--- src/rtl/pipeline_pkg.sv ---
// Shared pipeline types: hazard timing (Tnew/Tuse) encodings and MD sequencer states.
// Pure declarations, no logic, so no latency.
// Not applicable: there is no handshake here.
package pipeline_pkg;

  // Tnew/Tuse are 2-bit cycle distances. Legal Tnew never exceeds 2.
  // A Tuse of 3 therefore marks "operand unused" and can never stall.
  typedef logic [1:0] tnew_t;
  typedef logic [1:0] tuse_t;

  localparam tuse_t      TUSE_NONE = 2'd3;
  localparam logic [4:0] REG_ZERO  = 5'd0;

  typedef enum logic {
    MD_IDLE = 1'b0,
    MD_BUSY = 1'b1
  } md_state_e;

endpackage

--- src/rtl/md_busy_sequencer.sv ---
// Multiply/divide occupancy tracker: holds md_busy for a fixed number of cycles after each start.
// md_busy rises one cycle after md_start and stays high for exactly MULT_CYCLES or DIV_CYCLES cycles.
// md_start is ignored while busy; a start cannot legally arrive then because D is stalled.
module md_busy_sequencer
  import pipeline_pkg::*;
#(
  parameter int MULT_CYCLES = 5,
  parameter int DIV_CYCLES  = 10,
  parameter int CNT_W       = 4
) (
  input  logic clk,
  input  logic rst_n,
  input  logic md_start,
  input  logic md_is_div,
  output logic md_busy
);

  localparam logic [CNT_W-1:0] MULT_LOAD = CNT_W'(MULT_CYCLES);
  localparam logic [CNT_W-1:0] DIV_LOAD  = CNT_W'(DIV_CYCLES);
  localparam logic [CNT_W-1:0] CNT_ONE   = CNT_W'(1);

  md_state_e        state_q, state_d;
  logic [CNT_W-1:0] cnt_q, cnt_d;

  // State and counter registers; reset aborts any operation in flight.
  always_ff @(posedge clk or negedge rst_n) begin
    if (!rst_n) begin
      state_q <= MD_IDLE;
      cnt_q   <= '0;
    end else begin
      state_q <= state_d;
      cnt_q   <= cnt_d;
    end
  end

  // Next state: load on start from IDLE, count down while BUSY, leave after the last busy cycle.
  always_comb begin
    state_d = state_q;
    cnt_d   = cnt_q;
    case (state_q)
      MD_IDLE: begin
        if (md_start) begin
          cnt_d   = md_is_div ? DIV_LOAD : MULT_LOAD;
          state_d = MD_BUSY;
        end
      end
      MD_BUSY: begin
        if (cnt_q == CNT_ONE) begin
          cnt_d   = '0;
          state_d = MD_IDLE;
        end else begin
          cnt_d = cnt_q - CNT_ONE;
        end
      end
      default: begin
        cnt_d   = '0;
        state_d = MD_IDLE;
      end
    endcase
  end

  // Busy is the state flop itself, so it is glitch-free and registered.
  assign md_busy = (state_q == MD_BUSY);

endmodule

--- src/rtl/hazard_stall_unit.sv ---
// D-stage stall decision: data hazards against E/M producers plus MD-unit occupancy; drives PC, IF/ID and NOP-issuer enables.
// Stall is combinational (zero latency); md_busy is registered.
// Stalling freezes PC and IF/ID and makes the NOP issuer insert a bubble into D/E.
// Optional build macro HAZARD_STALL_PERF_EN adds stall_cycles/md_stall_cycles event counters.
module hazard_stall_unit
  import pipeline_pkg::*;
#(
  parameter int REG_ADDR_W  = 5,
  parameter int MULT_CYCLES = 5,
  parameter int DIV_CYCLES  = 10,
  parameter int CNT_W       = 4
) (
  input  logic                  clk,
  input  logic                  rst_n,
  input  logic [REG_ADDR_W-1:0] d_rs_addr,
  input  logic [REG_ADDR_W-1:0] d_rt_addr,
  input  logic [1:0]            d_rs_tuse,
  input  logic [1:0]            d_rt_tuse,
  input  logic                  d_uses_md,
  input  logic [REG_ADDR_W-1:0] e_dst_addr,
  input  logic [1:0]            e_tnew,
  input  logic [REG_ADDR_W-1:0] m_dst_addr,
  input  logic [1:0]            m_tnew,
  input  logic                  md_start,
  input  logic                  md_is_div,
`ifdef HAZARD_STALL_PERF_EN
  output logic [31:0]           stall_cycles,
  output logic [31:0]           md_stall_cycles,
`endif
  output logic                  pc_enable,
  output logic                  ifid_enable,
  output logic                  nop_enable,
  output logic                  md_busy
);

  localparam logic [REG_ADDR_W-1:0] ZERO_ADDR = REG_ADDR_W'(REG_ZERO);

  logic rs_hz, rt_hz, md_hz, stall;

  md_busy_sequencer #(
    .MULT_CYCLES (MULT_CYCLES),
    .DIV_CYCLES  (DIV_CYCLES),
    .CNT_W       (CNT_W)
  ) u_md_seq (
    .clk       (clk),
    .rst_n     (rst_n),
    .md_start  (md_start),
    .md_is_div (md_is_div),
    .md_busy   (md_busy)
  );

  // A source stalls when a producer in E or M will not have its result ready by the time D needs it.
  // $0 is never a real dependency; E and M terms are simply ORed (no priority between stages).
  always_comb begin
    rs_hz = (d_rs_addr != ZERO_ADDR) &
            (((d_rs_addr == e_dst_addr) & (e_tnew > d_rs_tuse)) |
             ((d_rs_addr == m_dst_addr) & (m_tnew > d_rs_tuse)));
    rt_hz = (d_rt_addr != ZERO_ADDR) &
            (((d_rt_addr == e_dst_addr) & (e_tnew > d_rt_tuse)) |
             ((d_rt_addr == m_dst_addr) & (m_tnew > d_rt_tuse)));
    // md_start counts too: the op entering E this cycle occupies the unit from the next cycle.
    md_hz = d_uses_md & (md_busy | md_start);
    stall = rs_hz | rt_hz | md_hz;
  end

  assign pc_enable   = ~stall;
  assign ifid_enable = ~stall;
  assign nop_enable  = ~stall;

`ifdef HAZARD_STALL_PERF_EN
  logic [31:0] stall_cycles_q, md_stall_cycles_q;

  // Free-running event counters, wrapping naturally at 2^32.
  always_ff @(posedge clk or negedge rst_n) begin
    if (!rst_n) begin
      stall_cycles_q    <= '0;
      md_stall_cycles_q <= '0;
    end else begin
      if (stall) stall_cycles_q    <= stall_cycles_q + 32'd1;
      if (md_hz) md_stall_cycles_q <= md_stall_cycles_q + 32'd1;
    end
  end

  assign stall_cycles    = stall_cycles_q;
  assign md_stall_cycles = md_stall_cycles_q;
`endif

endmodule

--- config.mk ---
export PLATFORM = sky130hd
export DESIGN_NAME = hazard_stall_unit
export DESIGN_NICKNAME = d
export VERILOG_FILES = /design/src/rtl/pipeline_pkg.sv /design/src/rtl/md_busy_sequencer.sv /design/src/rtl/hazard_stall_unit.sv
export SDC_FILE = /design/constraint.sdc
export NUM_CORES = 1
export LEC_CHECK = 0
export CAP_MARGIN = 20
export CORE_ASPECT_RATIO = 0.75
export CORE_MARGIN = 2
export CORE_UTILIZATION = 36
export CTS_CLUSTER_SIZE = 30
export DETAILED_ROUTE_END_ITERATION = 10
export MAX_ROUTING_LAYER = met4
export PLACE_DENSITY = 0.76
export SYNTH_ARGS = -nofsm -noshare
export SYNTH_HDL_FRONTEND = slang
export SYNTH_SLANG_ARGS = --single-unit
export TNS_END_PERCENT = 100
--- constraint.sdc ---
create_clock -name clk -period 1.6 [get_ports clk]
set_clock_uncertainty 0.1 [all_clocks]
set_input_delay 0.16 -clock clk [delete_from_list [all_inputs] [get_ports clk]]
set_output_delay 0.16 -clock clk [all_outputs]
set_load 0.02 [all_outputs]
==> metrics.md <==
| Metric | Value |
|---|---|
| Drt drc | 0 |
| Detailed-placement wirelength estimate | 2040 um |
| Post-synth top cells | xnor2_1 (13), inv_1 (11), ha_1 (10) |
| Non-Filler Instances | about 170 |
| I/O pins | 37 |
| Dominant cells by area after synthesis | dfrtp_1 (17%), ha_1 (17%), xnor2_1 (15%), xor2_1 (8.3%), inv_1 (5.6%) |
| Worst-margin pin slew | 0.299 ns |
| Max-Cap Viols | 0 |
| Worst Hold Class | primary input to asynchronous set/reset pin |
| Ys async rst share | 1.00 |
| Area leader, netlist | dfrtp_1 |
| Gr usage total | 0.248 |
| Synth Area in Simple Gates | 0.179 |
| TritonCTS Sinks | 5 |
| Largest family of logic cells by synthesized area | XOR/XNOR gates |
| Setup TNS | -0.367 ns |
| # nets final | 185 |
| Sequential share of the synthesized area | 0.170 |
| Placement row count | 14 |
| GRT overflow | 0 |
| Post-synthesis mux area share | 0.0136 |
| Failing checks | setup timing |
| Routed WL | about 2900 um |
| Endpoint class of the critical path | primary output |
| Hold Buf Count CTS | 0 |
| Maximum root-to-sink buffer count | 2 |
| Pre-Repair DR Iteration Count | 4 |
| Initial antenna violation count | 0 |
| Hold_ws | 0.0392 ns |
| Status | finished with violations |
| Post-route setup slack | -0.123 ns |
| Via/cell ratio | 5.13 |
| TritonCTS clock tree | yes |
| Worst Path Arrival | about 1.5 ns |
| DR vias | roughly 850 |
| Max Freq | around 0.58 GHz |
| Flip-flop and latch area | between 100 and 150 um2 |
| Number of synthesized flops with an enable pin | 0 |
| RSZ-0062 raised after global routing | true |
| ANT cells | 0 |
| Post-synth design cell area | 736 um2 |
| Prevailing post-synth register cell | dfrtp_1 |
| Maximum VDD drop | around 800 uV |
| H-Tree Depth | 1 |
| Area Overhead vs Synth | 93.4% |
| Worst Setup Start Kind | primary input |
| P per Cell Area | just under 800 mW/mm2 |
| Die height | roughly 43 um |
| Minimum clock period | 1.72 ns |
| Placed Instances | 160 |
| Share of layout cells above drive strength 1 | 0.532 |
| Area of the multi-input gates | between 700 and 800 um2 |
| Top cell type's share of synthesized area | 0.170 |
| Leak Pwr | approximately 0.62 nW |
| ANT nets after route | 0 |
| Count leader, synth | xnor2_1 |
| Final Setup Violations | 3 |
| Library cells used by synthesis | 26 |
| Clock slew at reported path FFs | 0.04 ns |
| Vias in the first global route | 850 |
| Worst Path Max Fanout | 3 |
| Slew Viols, Final | 0 |
| Synthesized netlist net count | around 140 |
| Routed len/inst | between 15 and 20 um |
| First-pass GRT wire length | between 4000 and 5000 um |
| Hold Vio Cnt, Final | 0 |
| Synth Area in XOR/XNOR | 0.238 |
| Synth Area in Compound Gates | 0.148 |
| Core Box Area | just under 0.002 mm2 |
| DIE AREA | around 0.0024 mm2 |
| Worst slew margin | 0.801 |
| CP required | 1.34 ns |
| Final GP Congestion | around 0.96 |
| Initial Util | 0.375 |
| Synth Warn # | 0 |
| Total CTS buffers | 3 |
| Ratio of final minimum period to clock period | 1.08 |
| Yosys reg bits | 5 |
| Final Power | between 1 and 1.5 mW |
| First DRT Iteration DRCs | 34 |
| Post-synthesis share of cell area spent on full adders, half adders and majority gates | 0.170 |
| Syn avg cell area | between 7 and 8 um2 |
| Port bufs | 36 |
| Mapped Cells | about 90 |
| WS Path Type | primary input to primary output |
| Fill cell count | approximately 150 |
| Die W | 56.2 um |
| Largest net degree at the start of global routing | 13 |
| Root buffer cell | clkbuf_4 |
| Worst skew pair latency | ~0.26 ns |
metrics by stage:
stage	area, um2	setup WS (ns)	utilization
after global placement	1190	-0.936	0.609
after CTS	1380	-0.106	0.703
after floorplan	741	-0.00712	-
final	1420	-0.123	0.725
after global routing	1420	-0.164	0.725
after detailed placement	1190	-0.977	0.609
routing by layer:
layer | track usage | share of wire
met4 | 0.105 | 0.021
met1 | 0.287 | 0.40
met2 | 0.419 | 0.52
met5 | - | 0
met3 | 0.0518 | 0.057
flip-flops by register name (all words and copies together) (netlist names):
register	flops
u_md_seq.md_busy	1
u_md_seq.cnt_q	4
worst paths after layout:
check / slack, ns / to / start / cells after the start
worst min register to register: 0.47 / u_md_seq.cnt_q[3]$_DFFE_PN0N_ / u_md_seq.cnt_q[3]$_DFFE_PN0N_ / 2
max in group asynchronous: 1.15 / u_md_seq.cnt_q[3]$_DFFE_PN0N_ / rst_n / 1
min in group clk: 0.47 / u_md_seq.cnt_q[3]$_DFFE_PN0N_ / u_md_seq.cnt_q[3]$_DFFE_PN0N_ / 2
worst min-delay path: 0.04 / u_md_seq.md_busy$_DFF_PN0_ / rst_n / 1
worst max-delay path: -0.12 / nop_enable / d_rs_tuse[1] / 8
worst max register to register: 0.24 / u_md_seq.cnt_q[3]$_DFFE_PN0N_ / u_md_seq.cnt_q[0]$_DFFE_PN0N_ / 3
worst max-delay path: stages:
cell	delay (ns)
buf_8	0.10
inv_6	0.06
ha_4	0.20
buf_6	0.12
a2111oi_4	0.37
o22ai_2	0.14
and3_4	0.18
buf_6	0.13
cells in the final DEF, fill, tap and decap left out, types with 3 or more instances in the layout:
cell,count
buf_2,9
ha_4,8
xor2_1,6
nand2_1,4
a21oi_1,7
o21ai_0,5
clkbuf_2,7
dfrtp_1,5
buf_4,9
xnor2_2,7
clkdlybuf4s50_1,4
nor2_1,3
nor4_2,3
clkbuf_4,4
nand4_1,3
xnor2_1,6
buf_6,10
inv_1,7
layout make-up:
type                       count  area share
multi-input combinational     73       0.551
timing repair buffer          48       0.281
sequential                     5      0.0880
inverter                      11      0.0396
tap                           24      0.0211
clock buffer                   4      0.0185
cells by family after synthesis:
logic type	Yosys count
muxes	1
and+or+nand+nor	24
DFF	5
AOI/OAI and AO/OA	18
xor gates and xnor gates	20
buffers and inverters	14
adders and majority gates	10
report_power, final:
part / internal, mW / switching (mW) / leakage (nW) / total [mW]
clock network: 0.0947 / 0.0583 / 0.0150 / 0.153
registers: 0.195 / 0.0537 / 0.0576 / 0.249
logic: 0.346 / 0.354 / 0.549 / 0.700
total: 0.635 / 0.466 / 0.622 / 1.10
timing repair:
| item | in CTS | in global routing |
|---|---|---|
| setup buffers | 0 | 1 |
| setup endpoints to repair | 4 | 3 |
| pin swaps | 26 | 17 |
| resized for setup | 138 | 26 |
(Power assumes the default switching activity.)
